## config.mk

```make
export PLATFORM = sky130hd
export DESIGN_NAME = adder_time_param
export DESIGN_NICKNAME = d
export VERILOG_FILES = /design/src/rtl/adder_time_param.sv
export SDC_FILE = /design/constraint.sdc
export NUM_CORES = 1
export LEC_CHECK = 0
export ABC_AREA = 1
export CELL_PAD_IN_SITES_DETAIL_PLACEMENT = 1
export CELL_PAD_IN_SITES_GLOBAL_PLACEMENT = 1
export CORE_MARGIN = 2
export CORE_UTILIZATION = 30
export DETAILED_ROUTE_END_ITERATION = 12
export MAX_ROUTING_LAYER = met4
export PLACE_DENSITY = 0.72
export SLEW_MARGIN = 10
export SYNTH_ARGS = -nofsm -noshare
export SYNTH_HDL_FRONTEND = slang
export SYNTH_SLANG_ARGS = --single-unit
```

## constraint.sdc

```tcl
create_clock -name clk -period 2.55 [get_ports clk]
set_input_delay 0.3825 -clock clk [delete_from_list [all_inputs] [get_ports clk]]
set_output_delay 0.3825 -clock clk [all_outputs]
set_load 0.1 [all_outputs]
```

## src/rtl/adder_time_param.sv

```systemverilog
// Loadable up/down modulo counter with configurable step, enable prescaler and carry/borrow pulse.
// Latency: q, carry and tick all update on the clk edge of the tick cycle (no added latency vs en).
// Backpressure: none; en is a plain enable, cascade stages by feeding carry into the next en.
//
// Ports:
//   clk    rising-edge clock
//   clr    asynchronous active-low reset (clears q, carry, tick, prescaler)
//   load   synchronous load of in (clamped to MAX_VAL); wins over en
//   en     count enable, divided by DIV through the prescaler
//   up     direction (1 = up, 0 = down), sampled on the tick cycle
//   in     load value
//   q      registered count value
//   carry  one-cycle pulse on wrap (up) / borrow (down), or on clamping
//   tick   one-cycle pulse on each prescaled count event
//
// Build option: define ADDER_TIME_SAT_EN to saturate at 0 / MAX_VAL instead of wrapping.

module adder_time_param #(
    parameter int WIDTH   = 4,
    parameter int MAX_VAL = 2**WIDTH - 1,
    parameter int STEP    = 1,
    parameter int DIV     = 1
) (
    input  logic             clk,
    input  logic             clr,
    input  logic             load,
    input  logic             en,
    input  logic             up,
    input  logic [WIDTH-1:0] in,
    output logic [WIDTH-1:0] q,
    output logic             carry,
    output logic             tick
);

    // Prescaler needs at least one bit even when DIV == 1 (it then stays 0).
    localparam int PW = (DIV > 1) ? $clog2(DIV) : 1;

    localparam logic [PW-1:0] L_PRE_LAST = PW'(DIV - 1);
    localparam logic [PW-1:0] L_PRE_ONE  = PW'(1);

    // Arithmetic is one bit wider than the count so MAX_VAL = 2**WIDTH-1 cannot overflow silently.
    localparam logic [WIDTH:0] L_MAX  = (WIDTH + 1)'(MAX_VAL);
    localparam logic [WIDTH:0] L_STEP = (WIDTH + 1)'(STEP);
`ifndef ADDER_TIME_SAT_EN
    localparam logic [WIDTH:0] L_MOD  = (WIDTH + 1)'(MAX_VAL + 1);
`endif

    logic [WIDTH-1:0] r_q;
    logic [PW-1:0]    r_pre;
    logic             r_carry;
    logic             r_tick;

    logic [WIDTH:0]   w_q_ext;
    logic [WIDTH:0]   w_in_ext;
    logic [WIDTH:0]   w_sum;
    logic             w_up_ovf;
    logic             w_dn_unf;
    logic [WIDTH-1:0] w_up_res;
    logic [WIDTH-1:0] w_dn_res;
    logic [WIDTH-1:0] w_cnt_nxt;
    logic             w_limit;
    logic [WIDTH-1:0] w_load_val;
    logic             w_tick;

    assign w_q_ext  = {1'b0, r_q};
    assign w_in_ext = {1'b0, in};

    // A tick fires on the DIV-th enabled cycle since the last tick/load/reset.
    assign w_tick   = en & (r_pre == L_PRE_LAST);

    assign w_sum    = w_q_ext + L_STEP;
    assign w_up_ovf = (w_sum > L_MAX);
    assign w_dn_unf = (w_q_ext < L_STEP);

`ifdef ADDER_TIME_SAT_EN
    // Clamp at the limits; carry flags every clamped tick, even when already at the limit.
    assign w_up_res = w_up_ovf ? L_MAX[WIDTH-1:0] : w_sum[WIDTH-1:0];
    assign w_dn_res = w_dn_unf ? '0 : WIDTH'(w_q_ext - L_STEP);
`else
    // Modular wrap: fold the excess back by one modulus in either direction.
    assign w_up_res = w_up_ovf ? WIDTH'(w_sum - L_MOD) : w_sum[WIDTH-1:0];
    assign w_dn_res = w_dn_unf ? WIDTH'(w_q_ext + L_MOD - L_STEP) : WIDTH'(w_q_ext - L_STEP);
`endif

    assign w_cnt_nxt  = up ? w_up_res : w_dn_res;
    assign w_limit    = up ? w_up_ovf : w_dn_unf;

    // Out-of-range load values are clamped so q never leaves 0..MAX_VAL.
    assign w_load_val = (w_in_ext > L_MAX) ? L_MAX[WIDTH-1:0] : in;

    always_ff @(posedge clk or negedge clr) begin
        if (!clr) begin
            r_q     <= '0;
            r_pre   <= '0;
            r_carry <= 1'b0;
            r_tick  <= 1'b0;
        end else if (load) begin
            r_q     <= w_load_val;
            r_pre   <= '0;
            r_carry <= 1'b0;
            r_tick  <= 1'b0;
        end else if (en) begin
            if (w_tick) begin
                r_q     <= w_cnt_nxt;
                r_pre   <= '0;
                r_carry <= w_limit;
                r_tick  <= 1'b1;
            end else begin
                r_pre   <= r_pre + L_PRE_ONE;
                r_carry <= 1'b0;
                r_tick  <= 1'b0;
            end
        end else begin
            // Prescaler phase is preserved while en is low.
            r_carry <= 1'b0;
            r_tick  <= 1'b0;
        end
    end

    assign q     = r_q;
    assign carry = r_carry;
    assign tick  = r_tick;

endmodule

```

==> results of run 1 <==
[placed cells by master, fill, tap and decap left out, types with 2 or more instances in the layout]
cell	instances
nand2_1	17
inv_1	7
dfrtp_1	7
nor2_1	5
clkbuf_4	3
buf_4	6
ha_1	3
nand3_1	11
o211ai_1	2
inv_2	2
clkdlybuf4s50_1	8
[worst max path at each step]
stage,start,cells past startpoint,endpoint
after floorplan,q[0],6,carry
after global routing,q[0],7,carry
after CTS,q[2],1,q[2]
after global placement,load,5,q[3]
final,q[0],1,q[0]
after detailed placement,load,5,q[3]
[per-stage QoR]
stage                     hold WS [ns]  cell area, um^2  worst slack [ns]  instances
after floorplan                 0.0869              468             0.581         63
after global placement           0.553              602             0.987         92
after detailed placement         0.560              602             0.963         92
after CTS                        0.396              628              1.04         96
after global routing             0.405              628             0.965         96
final                            0.386              628              1.05         96
[cell families after synthesis]
group                      after synthesis  share of synthesized area [%]
AOI/OAI and AO/OA                        5                           8.02
xor gates and xnor gates                 2                           3.74
adders and majority gates                3                           8.02
buffers and inverters                   10                           9.63
DFF                                      7                           37.4
and+or+nand+nor                         36                           33.2
[area by class of cell]
cell class                      instances  area [um^2]  area share, %
Multi-Input combinational cell         46          248           39.4
Sequential cell                         7          175           27.9
Timing Repair Buffer                   14          125           19.9
Inverter                                9         33.8           5.38
Clock buffer                            4         26.3           4.18
Tap cell                               16         20.0           3.19
[power by group through the flow]
stage,registers [mW],logic [mW],clock network (mW)
detailed placement,0.143,0.172,0
global placement,0.143,0.170,0
finish,0.142,0.170,0.104
global route,0.144,0.183,0.112
CTS,0.141,0.173,0.106
floorplan,0.208,0.0603,0
[per-layer routing]
| metal | GRT usage [%] | vias to the layer above | share of wire (%) |
|---|---|---|---|
| met5 | - | - | 0 |
| li1 | - | 238 | - |
| met2 | 22.7 | 9 | 49 |
| met4 | 7.27 | 0 | 2.2 |
| met3 | 3.75 | 4 | 2.6 |
| met1 | 19.5 | 231 | 46 |
[cell usage after synthesis]
master    count  area share [%]
nor2_1        5             4.0
xor2_1        1             1.9
nand3_1      11              12
ha_1          3             8.0
buf_6         1             2.4
nand2_1      17              14
inv_1         7             5.6
a21oi_1       1             1.1
o211ai_1      2             3.2
inv_2         2             1.6
o21ai_2       1             1.9
or2_1         1             1.3
dfrtp_1       7              37
nand4_1       1             1.3
nor3_1        1             1.1
a21oi_2       1             1.9
xnor2_1       1             1.9
[state kept, by name (all words and copies together), names as in the netlist]
| name | count |
|---|---|
| r_pre | 1 |
| carry | 1 |
| q | 4 |
| tick | 1 |
==> impl_metrics.py, run 1 <==
metrics = {
    "clock_tree": {
        "htree_levels": 1,
        "cts_tree": "built",
        "clock_latency_ns": 0.26,
        "cts_max_path_buffers": 2,
        "cts.sinks": 7,
        "postCtsSetupRepairBufs": 0,
        "post_cts_resize_count": 0,
        "hold_buffers": 0,
        "cts-root-buf": "clkbuf_4",
        "clk_pin_slew_ns": 0.06,
        "cts_buffers": 3,
    },
    "setup_path": {
        "timing.rr.start": "q[0]",
        "r2r_slack_ns": 1.07,
        "crit_path_max_fanout": 8,
        "cp.required_ns": 2.17,
        "path_buf_inv": 1,
        "cpLargestDelayFamily": "flip-flops",
        "reg2reg_to": "carry",
        "crit_path_top_delay_cell": "dfrtp_1",
        "criticalPathCategory": "flop to output pin",
        "worstPathCellList": "buf_4",
        "endpoint_kind": "output pin",
        "cp.arrival_ns": 1.12,
        "cpPeakStageDelay_ns": 0.51,
        "r2r_cells": 7,
        "setup.worst_path.start_class": "flop",
    },
    "timing": {
        "finalCritPeriodShare_pct": 58.9,
        "finalCriticalPeriod_ns": 1.50,
        "setup_violations": 0,
        "fmax_mhz": 666,
        "fin_setup_tns_ns": 0,
        "slew_headroom_pct": 73.0,
        "rsz0062_at_grt": "false",
        "fin_worst_skew_ns": 0.00361,
        "tightestPinTransition_ns": 0.405,
        "slew_violations": 0,
        "hold_viol": 0,
    },
    "placement": {
        "dp_hpwl_um": 975,
        "io_buffers": 14,
        "finalWeightedCongestion": 0.773,
    },
    "yosys": {
        "synth_seq_cells": 7,
        "syn_avg_cell_area_um2": 7.43,
        "netlist_instances": 63,
        "synth.yosys.seq_area_share_pct": 37.4,
        "yosysWarnings": 0,
        "synth_nets": 75,
        "netlist_area_um2": 468,
        "synthDistinctLibCells": 17,
    },
    "pwr": {
        "pwr-share-seq_pct": 34.1,
        "p_per_area_nw_per_um2": 662,
        "finalPower_uw": 416,
        "p_leak_nw": 0.311,
        "switchingPower_uw": 186,
        "p_comb_share_pct": 41.0,
        "p_sw_share_pct": 44.7,
        "ir_worst_vdd_mv": 0.277,
        "intPower_uw": 230,
        "p_clk_share_pct": 24.9,
    },
    "detailed_routing": {
        "num_vias": 482,
        "drt_iter0_drc": 2,
        "postRouteAntennaNets": 0,
        "first_pass_iters": 2,
        "via_per_inst": 5.02,
        "routed_wl_mm": 1.22,
        "wl_per_cell_um": 12.7,
        "drc": 0,
    },
    "floorplanning": {
        "die_h_um": 43.5,
        "num_rows": 14,
        "ioPinCount": 15,
        "dieArea_um2": 1890,
        "initial_core_util_pct": 31.4,
        "die_w_um": 43.5,
        "core-area_um2": 1490,
    },
    "cells_and_area": {
        "nFillCells": 190,
        "finish.utilization_pct": 42.2,
        "syn_to_final_growth_pct": 34.2,
        "nets": 93,
        "antenna_cells": 0,
        "drive_gt1_share_pct": 16.3,
    },
    "global_route": {
        "antenna_found_initial": 0,
        "grt_usage_pct": 15.3,
        "grt_pass1_wl_mm": 2.04,
        "grt_pass1_vias": 449,
        "grt_max_degree": 10,
        "overflow": 0,
    },
    "run": {
        "maxCapViolations": 0,
    },
    "worst_hold_path": {
        "hp-class": "primary input to asynchronous set/reset pin",
    },
    "status": {
        "outcome": "finished, final reports clean",
    },
}
No activity file was read; power rests on OpenSTA's default activity.
==> run 2: changes to the inputs <==
- clock period: 2.55 -> 1.55 ns (I/O delays scaled with it)
==> impl_metrics.py, run 2 (synthesis results as in run 1) <==
metrics = {
    "global_route": {
        "antenna_found_initial": 0,
        "grt_max_degree": 10,
        "grt_pass1_vias": 497,
        "grt_usage_pct": 16.3,
        "overflow": 0,
        "grt_pass1_wl_mm": 2.11,
    },
    "setup_path": {
        "cp.required_ns": 1.74,
        "timing.rr.start": "q[0]",
        "cp.arrival_ns": 1.60,
        "crit_path_max_fanout": 8,
        "setup.worst_path.start_class": "flop",
        "criticalPathCategory": "flop to flop",
        "endpoint_kind": "flop",
        "reg2reg_to": "carry",
        "r2r_slack_ns": 0.15,
        "r2r_cells": 7,
    },
    "cells_and_area": {
        "antenna_cells": 0,
        "layout_common_cells": "nand2_1 (17), nand3_1 (11), clkdlybuf4s50_1 (8), inv_1 (7), buf_12 (6)",
        "final_area_um2": 726,
        "nets": 95,
        "syn_to_final_growth_pct": 55.1,
        "layout_commonest_cell": "nand2_1",
        "drive_gt1_share_pct": 23.2,
        "largest_register_ffs": 4,
        "finish.utilization_pct": 48.7,
    },
    "floorplanning": {
        "dieArea_um2": 1890,
        "core-area_um2": 1490,
        "num_rows": 14,
        "initial_core_util_pct": 31.4,
        "die_w_um": 43.5,
        "die_h_um": 43.5,
        "ioPinCount": 15,
    },
    "detailed_routing": {
        "routed_wl_mm": 1.19,
        "first_pass_iters": 3,
        "drt_iter0_drc": 7,
        "num_vias": 474,
        "drc": 0,
        "via_per_inst": 4.84,
        "wl_per_cell_um": 12.2,
        "postRouteAntennaNets": 0,
    },
    "timing": {
        "rsz0062_at_grt": "false",
        "slew_violations": 0,
        "finalCritPeriodShare_pct": 90.6,
        "tightestPinTransition_ns": 0.346,
        "slew_headroom_pct": 76.9,
        "fin_setup_tns_ns": 0,
        "fmax_mhz": 712,
        "hold_viol": 0,
        "finalCriticalPeriod_ns": 1.40,
        "fin_worst_skew_ns": 0.00108,
        "setup_violations": 0,
    },
    "clock_tree": {
        "postCtsSetupRepairBufs": 0,
        "post_cts_resize_count": 0,
        "cts_tree": "built",
        "hold_buffers": 0,
        "cts_max_path_buffers": 2,
        "clock_latency_ns": 0.26,
        "cts-root-buf": "clkbuf_4",
        "cts_buffers": 3,
        "htree_levels": 1,
        "cts.sinks": 7,
        "clk_pin_slew_ns": 0.05,
    },
    "pwr": {
        "p_leak_nw": 0.340,
        "p_per_area_nw_per_um2": 1020,
        "ir_worst_vdd_mv": 0.552,
    },
    "run": {
        "maxCapViolations": 0,
    },
    "placement": {
        "place_area_um2": 699,
        "finalWeightedCongestion": 0.724,
        "io_buffers": 14,
        "dp_hpwl_um": 994,
    },
    "worst_hold_path": {
        "hp-class": "primary input to asynchronous set/reset pin",
    },
    "status": {
        "outcome": "finished, final reports clean",
    },
}
-- run 2: area by class of cell --
cell class,count,area [um^2]
multi-input combinational,46,248
inverter,9,33.8
timing repair buffer,16,215
sequential,7,183
clock buffer,4,26.3
tap,16,20.0
fill,185,763
-- run 2: through the flow --
step                instances  hold slack (ns)  worst slack [ns]  total power [mW]
floorplan                  63          -0.0631            0.0435             0.445
global placement           94            0.513             0.179             0.571
detailed placement         94            0.522             0.139             0.577
CTS                        98            0.237             0.132             0.756
global route               98            0.248            0.0704             0.781
finish                     98            0.243             0.145             0.740
-- run 2: how the worst max path moves through the flow --
stage                     start    end  slack (ns)  cells past startpoint
after floorplan            q[0]  carry        0.04                      7
after global placement     q[0]  carry        0.18                      7
after detailed placement   q[0]  carry        0.14                      7
after CTS                  q[0]  carry        0.13                      7
after global routing       q[0]  carry        0.07                      7
final                      q[0]  carry        0.15                      7
-- run 2: report_power, final --
| part | internal, mW | total, mW | switching, mW |
|---|---|---|---|
| combinational | 0.126 | 0.324 | 0.198 |
| sequential | 0.203 | 0.246 | 0.0429 |
| clock | 0.0985 | 0.170 | 0.0714 |
| total | 0.428 | 0.740 | 0.312 |
-- run 2: critical path, stage by stage (launching register included) --
cell	delay [ns]
dfrtp_4	0.52
inv_1	0.13
ha_1	0.15
inv_1	0.04
or2_1	0.23
o21ai_2	0.11
nand2_1	0.07
a21oi_2	0.09
-- run 2: per-layer routing --
layer | global-route usage [%] | part of all wire, % | vias up | routed length (um)
met5 | - | 0 | - | 0
met1 | 18.5 | 44 | 218 | 528
met3 | 6.25 | 5.2 | 5 | 62
met2 | 24.5 | 47 | 12 | 565
met4 | 9.09 | 3.0 | 0 | 36
li1 | - | - | 239 | -
